## src/rtl/adder_meas_pkg.sv

```systemverilog
// Shared types and default sizing for the adder measurement sequencer.
package adder_meas_pkg;

  localparam int unsigned DefCountW = 24;
  localparam int unsigned DefWinW   = 16;
  localparam int unsigned DefSettle = 4;

  typedef enum logic [1:0] {
    StIdle,
    StLoad,
    StRun,
    StReport
  } state_e;

endpackage

```

## src/rtl/adder_meas_counter.sv

```systemverilog
// Saturating ring-tick counter plus a shared down-counting phase timer
// (used for both the operand settle time and the gate window).
module adder_meas_counter #(
  parameter int unsigned COUNT_W = 24,
  parameter int unsigned WIN_W   = 16
) (
  input  logic               clk_i,
  input  logic               rst_i,
  input  logic               cnt_clr_i,
  input  logic               cnt_en_i,
  input  logic               tmr_load_i,
  input  logic [WIN_W-1:0]   tmr_val_i,
  input  logic               tmr_dec_i,
  output logic [COUNT_W-1:0] cnt_o,
  output logic               tmr_expired_o
);

  logic [COUNT_W-1:0] cnt_q;
  logic [WIN_W-1:0]   tmr_q;

  always_ff @(posedge clk_i) begin
    if (rst_i) begin
      cnt_q <= '0;
    end else if (cnt_clr_i) begin
      cnt_q <= '0;
    end else if (cnt_en_i && (cnt_q != '1)) begin
      cnt_q <= cnt_q + 1'b1;
    end
  end

  always_ff @(posedge clk_i) begin
    if (rst_i) begin
      tmr_q <= '0;
    end else if (tmr_load_i) begin
      tmr_q <= tmr_val_i;
    end else if (tmr_dec_i && (tmr_q != '0)) begin
      tmr_q <= tmr_q - 1'b1;
    end
  end

  // The loaded value is the number of cycles to spend; the last one is at 1.
  assign tmr_expired_o = (tmr_q < WIN_W'(2));
  assign cnt_o         = cnt_q;

endmodule

```

## src/rtl/adder_measure_sequencer.sv

```systemverilog
// Sweeps sum taps of the instrumented adder, gating the ring oscillator for a
// programmed window per tap and reporting the synchronized tick count.
module adder_measure_sequencer
  import adder_meas_pkg::*;
#(
  parameter int unsigned COUNT_W = DefCountW,
  parameter int unsigned WIN_W   = DefWinW,
  parameter int unsigned SETTLE  = DefSettle
) (
  input  logic               wb_clk_i,
  input  logic               wb_rst_i,
  input  logic               start,
  input  logic               abort,
  input  logic [31:0]        cfg_a,
  input  logic [31:0]        cfg_b,
  input  logic [4:0]         cfg_bit_first,
  input  logic [4:0]         cfg_bit_last,
  input  logic [WIN_W-1:0]   cfg_window,
  input  logic               ring_tick,
  input  logic               res_ready,
  output logic [31:0]        adder_a,
  output logic [31:0]        adder_b,
  output logic [31:0]        tap_sel,
  output logic               ring_en,
  output logic               res_valid,
  output logic [4:0]         res_bit,
  output logic [COUNT_W-1:0] res_count,
  output logic               busy,
  output logic               done
);

  state_e             state_q, state_d;
  logic [4:0]         bit_q, bit_d, last_q;
  logic [WIN_W-1:0]   win_q;
  logic [31:0]        a_q, b_q, tap_q;
  logic               ring_en_q, res_valid_q, done_q, done_d;
  logic [4:0]         res_bit_q;
  logic [COUNT_W-1:0] cnt;
  logic               tmr_expired;

  always_comb begin
    state_d = state_q;
    bit_d   = bit_q;
    done_d  = 1'b0;
    unique case (state_q)
      StIdle: begin
        if (start && !abort) begin
          state_d = StLoad;
          bit_d   = cfg_bit_first;
        end
      end
      StLoad:   if (tmr_expired) state_d = StRun;
      StRun:    if (tmr_expired) state_d = StReport;
      StReport: begin
        if (res_ready) begin
          if (bit_q < last_q) begin
            state_d = StLoad;
            bit_d   = bit_q + 5'd1;
          end else begin
            state_d = StIdle;
            done_d  = 1'b1;
          end
        end
      end
      default: state_d = StIdle;
    endcase
    if (abort && (state_q != StIdle)) begin
      state_d = StIdle;
      done_d  = 1'b0;
    end
  end

  always_ff @(posedge wb_clk_i) begin
    if (wb_rst_i) begin
      state_q     <= StIdle;
      bit_q       <= '0;
      last_q      <= '0;
      win_q       <= '0;
      a_q         <= '0;
      b_q         <= '0;
      tap_q       <= '0;
      ring_en_q   <= 1'b0;
      res_valid_q <= 1'b0;
      res_bit_q   <= '0;
      done_q      <= 1'b0;
    end else begin
      state_q <= state_d;
      bit_q   <= bit_d;
      if ((state_q == StIdle) && (state_d == StLoad)) begin
        a_q    <= cfg_a;
        b_q    <= cfg_b;
        last_q <= (cfg_bit_first > cfg_bit_last) ? cfg_bit_first : cfg_bit_last;
        win_q  <= (cfg_window == '0) ? WIN_W'(1) : cfg_window;
      end else if (state_d == StIdle) begin
        a_q <= '0;
        b_q <= '0;
      end
      tap_q       <= (state_d == StIdle) ? '0 : (32'd1 << bit_d);
      ring_en_q   <= (state_d == StRun);
      res_valid_q <= (state_d == StReport);
      res_bit_q   <= (state_d == StReport) ? bit_d : '0;
      done_q      <= done_d;
    end
  end

  adder_meas_counter #(
    .COUNT_W(COUNT_W),
    .WIN_W  (WIN_W)
  ) u_counter (
    .clk_i        (wb_clk_i),
    .rst_i        (wb_rst_i),
    .cnt_clr_i    ((state_d == StLoad) && (state_q != StLoad)),
    .cnt_en_i     ((state_q == StRun) && ring_tick),
    .tmr_load_i   (state_d != state_q),
    .tmr_val_i    ((state_d == StLoad) ? WIN_W'(SETTLE) : win_q),
    .tmr_dec_i    ((state_q == StLoad) || (state_q == StRun)),
    .cnt_o        (cnt),
    .tmr_expired_o(tmr_expired)
  );

  assign adder_a   = a_q;
  assign adder_b   = b_q;
  assign tap_sel   = tap_q;
  assign ring_en   = ring_en_q;
  assign res_valid = res_valid_q;
  assign res_bit   = res_bit_q;
  assign res_count = res_valid_q ? cnt : '0;
  assign busy      = (state_q != StIdle);
  assign done      = done_q;

endmodule

```

## config.mk

```make
export PLATFORM = sky130hd
export DESIGN_NAME = adder_measure_sequencer
export DESIGN_NICKNAME = d
export VERILOG_FILES = /design/src/rtl/adder_meas_pkg.sv /design/src/rtl/adder_meas_counter.sv /design/src/rtl/adder_measure_sequencer.sv
export SDC_FILE = /design/constraint.sdc
export NUM_CORES = 1
export LEC_CHECK = 0
export CAP_MARGIN = 40
export CORE_MARGIN = 2
export CORE_UTILIZATION = 35
export CTS_CLUSTER_DIAMETER = 40
export CTS_CLUSTER_SIZE = 16
export DETAILED_ROUTE_END_ITERATION = 7
export PLACE_DENSITY = 0.68
export SKIP_CTS_REPAIR_TIMING = 1
export SYNTH_ARGS = -nofsm -noshare
export SYNTH_HDL_FRONTEND = slang
export SYNTH_SLANG_ARGS = --single-unit
```

## constraint.sdc

```tcl
create_clock -name wb_clk_i -period 3.4 [get_ports wb_clk_i]
set_clock_uncertainty 0.1 [all_clocks]
set_input_delay 0.34 -clock wb_clk_i [delete_from_list [all_inputs] [get_ports wb_clk_i]]
set_output_delay 0.34 -clock wb_clk_i [all_outputs]
set_load 0.005 [all_outputs]
```

==> results of run 1 <==
[metrics by stage]
stage | area (um^2) | utilization (%)
5_1_grt | 10400 | 51.3
6_report | 10400 | 51.3
2_1_floorplan | 7200 | -
3_3_place_gp | 9740 | 48.1
4_1_cts | 10400 | 51.3
3_5_place_dp | 9760 | 48.2
[sequential cells by signal (all words and copies together) (netlist names), 2 cells and up]
signal,cells
adder_a,32
adder_b,32
bit_q,5
last_q,5
res_bit,5
state_q,2
tap_sel,32
u_counter.cnt_o,24
u_counter.tmr_q,16
win_q,16
[worst max-delay path, stage by stage (launching register included)]
cell and delay, ns:
dfxtp_1 0.33, inv_1 0.05, ha_1 0.33, nand2_1 0.17, and3_1 0.19, a21boi_0 0.40, a211o_2 0.25, nand2_1 0.11
a21oi_4 0.66, buf_12 0.29, a22o_1 0.17
[area by class of cell]
type                            instances  area (um^2)  share of cell area, %
Multi-Input combinational cell        536         3490                   33.7
Tap cell                              270          338                   3.26
Clock inverter                         14          176                   1.70
Inverter                               22         82.6                  0.796
Timing Repair Buffer                  241         2400                   23.2
Sequential cell                       172         3440                   33.2
Clock buffer                           18          439                   4.23
[layer usage]
metal  GRT usage, %  wire (um)  vias to the layer above
li1               -          -                     3197
met1           23.9       9020                     2932
met2           27.4       8840                      187
met3           3.73       1080                       14
met4           4.09        210                        0
met5              0          0                        -
[kinds of logic (layout without fill, tap and decap cells)]
logic type | count (synthesis) | in the layout | share of synthesized area [%]
xor+xnor | 34 | 34 | 4.13
simple gates | 302 | 302 | 21.3
mux | 20 | 20 | 2.83
buf+inv | 59 | 295 | 3.96
fa+ha+maj | 17 | 17 | 2.95
flops | 172 | 172 | 47.8
compound gates | 163 | 163 | 17.1
[worst max-delay path by stage]
| stage | startpoint | endpoint | cells past startpoint |
|---|---|---|---|
| floorplan | state_q[0] | tap_sel[4] | 10 |
| global placement | res_ready | adder_a[21] | 9 |
| detailed placement | res_ready | adder_a[23] | 9 |
| CTS | last_q[4] | adder_a[23] | 10 |
| global route | last_q[4] | adder_a[9] | 10 |
| finish | last_q[4] | adder_a[21] | 10 |
[power by group]
group	internal, W	switching [W]	total, W
registers	0.00214	0.0000962	0.00223
logic	0.000530	0.000583	0.00111
clock network	0.00114	0.000867	0.00200
total	0.00380	0.00155	0.00535
[cells in the final DEF (no fill, tap or decap), drive strengths merged, types with 3 or more instances in the layout]
cell type / n
a211o: 3
a211oi: 10
a21oi: 32
a221oi: 3
a22o: 65
a22oi: 3
and2: 27
and3: 6
and4: 4
buf: 18
clkbuf: 18
clkdlybuf4s50: 223
clkinv: 3
dfxtp: 172
ha: 17
inv: 29
mux2: 3
mux2i: 17
nand2: 54
nand2b: 7
nand3: 26
nand3b: 4
nand4: 11
nand4b: 5
nor2: 102
nor2b: 5
nor3: 27
nor4: 11
o2111ai: 3
o211ai: 3
o21ai: 16
o22ai: 3
or3: 3
or4: 3
xnor2: 11
xor2: 23
==> impl_results.md, run 1 <==
- Ys Warns: 0
- Ranking of synthesized cells by area: dfxtp_1 48%, a22o_1 7.9%, nor2_1 5.3%
- Syn Nets: 880
- Std-Cell Rows: 52
- #FFs+latches synth: 172
- Initial Utilization: 35.6%
- DRC Markers: 0
- Buffers on Ports: 224
- GRT Total Usage: 17.2%
- CTS sink cnt: 172
- CTS tree: yes
- Post-synth cell types: 68
- Routed vias/inst: 4.97
- EDFF count, synth: 0
- Die area: 0.0217 mm^2
- CP Capture Type: flop
- Reg2reg setup slack: 0.28 ns
- Core area: 0.0202 mm^2
- Post-place setup slack: 0.125 ns
- Post-synth top cells: 172 x dfxtp_1, 102 x nor2_1, 65 x a22o_1
- Avg Cell Area, Syn: 9.39 um^2
- Power per Cell Area: 516 mW/mm^2
- Final Cycle Share: 91.8%
- Leak pwr: 3.89 nW
- Final Hold Viols: 0
- Chip Height: 147 um
- Routed WL: 19.1 mm
- Synth-to-layout area growth: 44.0%
- Wire length of the first global-routing pass: 30.3 mm
- Slew @ Worst Pin: 0.787 ns
- Tmin final: 3.12 ns
- Share of cells above drive strength 1: 6.58%
- Hpwl dp: 14.3 mm
- Critical Path AT: 3.38 ns
- Final setup vio count: 0
- TritonCTS buffer count: 17
- Hold Path Depth: 2
- Io pins: 225
- Detail Route Antenna Nets: 0
- Mapped Cells: 767
- 1st-iter DRT viols: 398
- Worst-skew pair later-pin latency: 0.41 ns
- RR Endpoint: adder_a[21]
- Nets: 1103
- Top FF cell, synth: dfxtp_1
- Hold slack: 0.279 ns
- Crit path kind: reg2reg
- First-pass DRT Iterations: 5
- Register area share after synthesis: 47.8%
- Rel. slew slack: 47.4%
- Die Wd: 147 um
- Status: finished, final reports clean
- HP Class: in2reg
- Worst Setup Start Kind: flop
- CP required: 3.66 ns
- Hold path startpoint: wb_rst_i
- Max Freq: 0.320 GHz
- Reg-to-reg critical path startpoint: last_q[4]
- Root buf cell: clkbuf_16
- Initial antenna violation count: 0
- Total design power: 0.00535 W
- Max Buffers Root-to-Sink: 2
- Clock-pin slew on the worst setup and hold paths: 0.07 ns
- Placed cells: 1241
- R2R cell count: 10
- Number of global-route vias before repair: 5724
- Non-Filler Instances: 1273
- Hold Path Sink: bit_q[3]
- Fin. max-slew vios: 0
- Synth top area share: 47.8%
- Setup TNS: 0 ns
- Final worst-path setup slack: 0.278 ns
- H-tree Lvls: 4
- Most instantiated library cell after synthesis: dfxtp_1
- Ys async rst share: 0%
- Largest net degree at the start of global routing: 65
- CP max FO: 39
- RSZ-0062 raised after global routing: no
- DR vias: 6330
- Routability cong.: 0.887
- Overflow after GRT: 0
- Max Cap Violations: 0
- Number of inserted diodes: 0
- Post-synthesis cell area: 0.00720 mm^2
- Synth area leader: dfxtp_1
- Drt wl/cell: 15.0 um
- Worst VDD drop: 0.322 mV
- Fillers: 1862
Note: power is estimated with default switching activity, not from simulation.
==> inputs of run 2 (changes only) <==
--- a/config.mk
+++ b/config.mk
@@ -6,4 +6,5 @@
 export NUM_CORES = 1
 export LEC_CHECK = 0
+export ABC_AREA = 0
 export CAP_MARGIN = 40
 export CORE_MARGIN = 2
==> constraint.sdc (replaced) <==
create_clock -name wb_clk_i -period 3.4 [get_ports wb_clk_i]
set_clock_uncertainty 0.1 [all_clocks]
set_input_delay 0.51 -clock wb_clk_i [delete_from_list [all_inputs] [get_ports wb_clk_i]]
set_output_delay 0.51 -clock wb_clk_i [all_outputs]
set_load 0.005 [all_outputs]
==> impl_results.md, run 2 (synthesis gave the netlist of run 1 again) <==
- Status: finished, final reports clean
- Chip Height: 147 um (unchanged)
- Final Hold Viols: 0 (unchanged)
- Io pins: 225 (unchanged)
- Buffers on Ports: 224 (unchanged)
- Combinational Power Share: 20.8% (about the same)
- 1st-iter DRT viols: 355 (-11%)
- Final setup vio count: 0 (unchanged)
- Drt wl/cell: 15.2 um (+1.1%)
- Critical Path AT: 2.47 ns (-0.91 ns)
- Final Cycle Share: 90.7% (-1.1 points)
- Util after Layout: 50.9% (-0.41 points)
- Commonest non-fill, non-tap cell in the layout: clkdlybuf4s50_1
- H-tree Lvls: 4 (unchanged)
- First-pass DRT Iterations: 4 (-1)
- Root buf cell: clkbuf_16
- Routability cong.: 0.862 (-2.9%)
- CTS sink cnt: 172 (unchanged)
- Std-Cell Rows: 52 (unchanged)
- Core area: 0.0202 mm^2 (unchanged)
- Share of cells above drive strength 1: 6.12% (-0.46 points)
- Max Cap Violations: 0 (unchanged)
- Clock-pin slew on the worst setup and hold paths: 0.07 ns (about the same)
- CTS tree: yes
- Die area: 0.0217 mm^2 (unchanged)
- HP Class: reg2reg
- DR vias: 6313 (-0.27%)
- Setup TNS: 0 ns (unchanged)
- R2R cell count: 8 (-2)
- Wire length of the first global-routing pass: 30.8 mm (+1.6%)
- GRT Total Usage: 17.6% (+0.40 points)
- RSZ-0062 raised after global routing: no
- CP required: 2.79 ns (-0.87 ns)
- Routed WL: 19.3 mm (+0.62%)
- Leak pwr: 3.83 nW (-1.5%)
- Overflow after GRT: 0 (unchanged)
- CP Capture Type: output pin
- Number of global-route vias before repair: 5922 (+3.5%)
- Initial antenna violation count: 0 (unchanged)
- Rel. slew slack: 51.3% (+3.9 points)
- Hold Path Depth: 2 (unchanged)
- Switching Share: 30.3% (+1.4 points)
- Largest net degree at the start of global routing: 65 (unchanged)
- Worst-skew pair later-pin latency: 0.43 ns (+0.02 ns)
- Most frequent cells in the layout: 223 x clkdlybuf4s50_1, 172 x dfxtp_1, 102 x nor2_1
- Sequential power share: 42.9% (+1.1 points)
- Switching power: 0.00158 W (+2.1%)
- Crit path kind: reg2out
- Worst VDD drop: 0.316 mV (-2.0%)
- Slew @ Worst Pin: 0.723 ns (-0.0640 ns)
- Tmin final: 3.08 ns (-0.0390 ns)
- Die Wd: 147 um (unchanged)
- Fin. max-slew vios: 0 (unchanged)
- DRC Markers: 0 (unchanged)
- Power per Cell Area: 506 mW/mm^2 (-1.9%)
- Synth-to-layout area growth: 42.9%
- TritonCTS buffer count: 17 (unchanged)
- Initial Utilization: 35.6% (unchanged)
- Max Buffers Root-to-Sink: 2 (unchanged)
- Detail Route Antenna Nets: 0 (unchanged)
- Nets: 1097 (-0.54%)
- Worst Setup Start Kind: flop
- Number of inserted diodes: 0 (unchanged)
- Routed vias/inst: 4.98 (+0.20%)
- Hpwl dp: 14.2 mm (-0.75%)
- Clk pwr share: 36.3% (-1.1 points)
- CP max FO: 13 (-67%)
- Max Freq: 0.324 GHz (+1.3%)
- Internal: 0.00363 W (-4.6%)
## run 2: cell count changes in the layout (fill, tap and decap cells not counted), sizes merged
cell,change
clkinvlp,+1
clkinv,+2
clkbuf,-1
buf,-6
bufinv,-2
## run 2: per-layer routing
layer	vias to the layer above	GRT usage (%)	part of all wire, %	wire length, um
li1	3196	-	-	-
met1	2898	23.6	47	9080
met2	187	27.9	46	8800
met3	32	3.86	5.3	1020
met4	0	6.30	1.9	368
met5	-	0	0	0
## run 2: worst paths after layout
check                                 from                 end  slack, ns
worst min register to register    win_q[8]  u_counter.tmr_q[8]       0.37
worst max register to register  state_q[1]         adder_a[10]       0.35
worst min-delay path              win_q[8]  u_counter.tmr_q[8]       0.37
worst max-delay path            state_q[0]                busy       0.32
## run 2: final cells by class
| class | count | area, um^2 |
|---|---|---|
| Clock buffer | 17 | 425 |
| Clock inverter | 15 | 150 |
| Fill cell | 1873 | 9940 |
| Inverter | 22 | 82.6 |
| Multi-Input combinational cell | 536 | 3490 |
| Sequential cell | 172 | 3440 |
| Tap cell | 270 | 338 |
| Timing Repair Buffer | 235 | 2360 |
## run 2: power by group through the flow
stage / clock [W] / sequential (W) / combinational [W]
after floorplan: 0 / 0.00227 / 0.000686
final: 0.00189 / 0.00224 / 0.00108
after global placement: 0 / 0.00228 / 0.00107
after detailed placement: 0 / 0.00228 / 0.00108
after CTS: 0.00194 / 0.00224 / 0.00108
after global routing: 0.00201 / 0.00225 / 0.00120
## run 2: through the flow
stage	instances	total power (W)	setup WS [ns]	area (um^2)	hold slack, ns
2_1_floorplan	767	0.00295	0.841	7200	0.343
3_3_place_gp	1234	0.00334	0.233	9690	0.361
3_5_place_dp	1235	0.00336	0.169	9710	0.361
4_1_cts	1267	0.00526	0.214	10300	0.367
5_1_grt	1267	0.00547	0.0670	10300	0.394
6_report	1267	0.00521	0.317	10300	0.366
## run 2: worst max-delay path, cell delays in order (launching register included)
cell and delay [ns]:
dfxtp_1 0.50, inv_1 0.22, ha_2 0.28, inv_1 0.43
clkdlybuf4s50_1 0.61
==> inputs of run 3 (changes only) <==
Settings changed: ABC_CLOCK_PERIOD_IN_PS from default to 3400, SKIP_LAST_GASP from default to 1.
==> results of run 3 <==
Same layout as run 2: the final DEF is identical, and so are final timing and power.
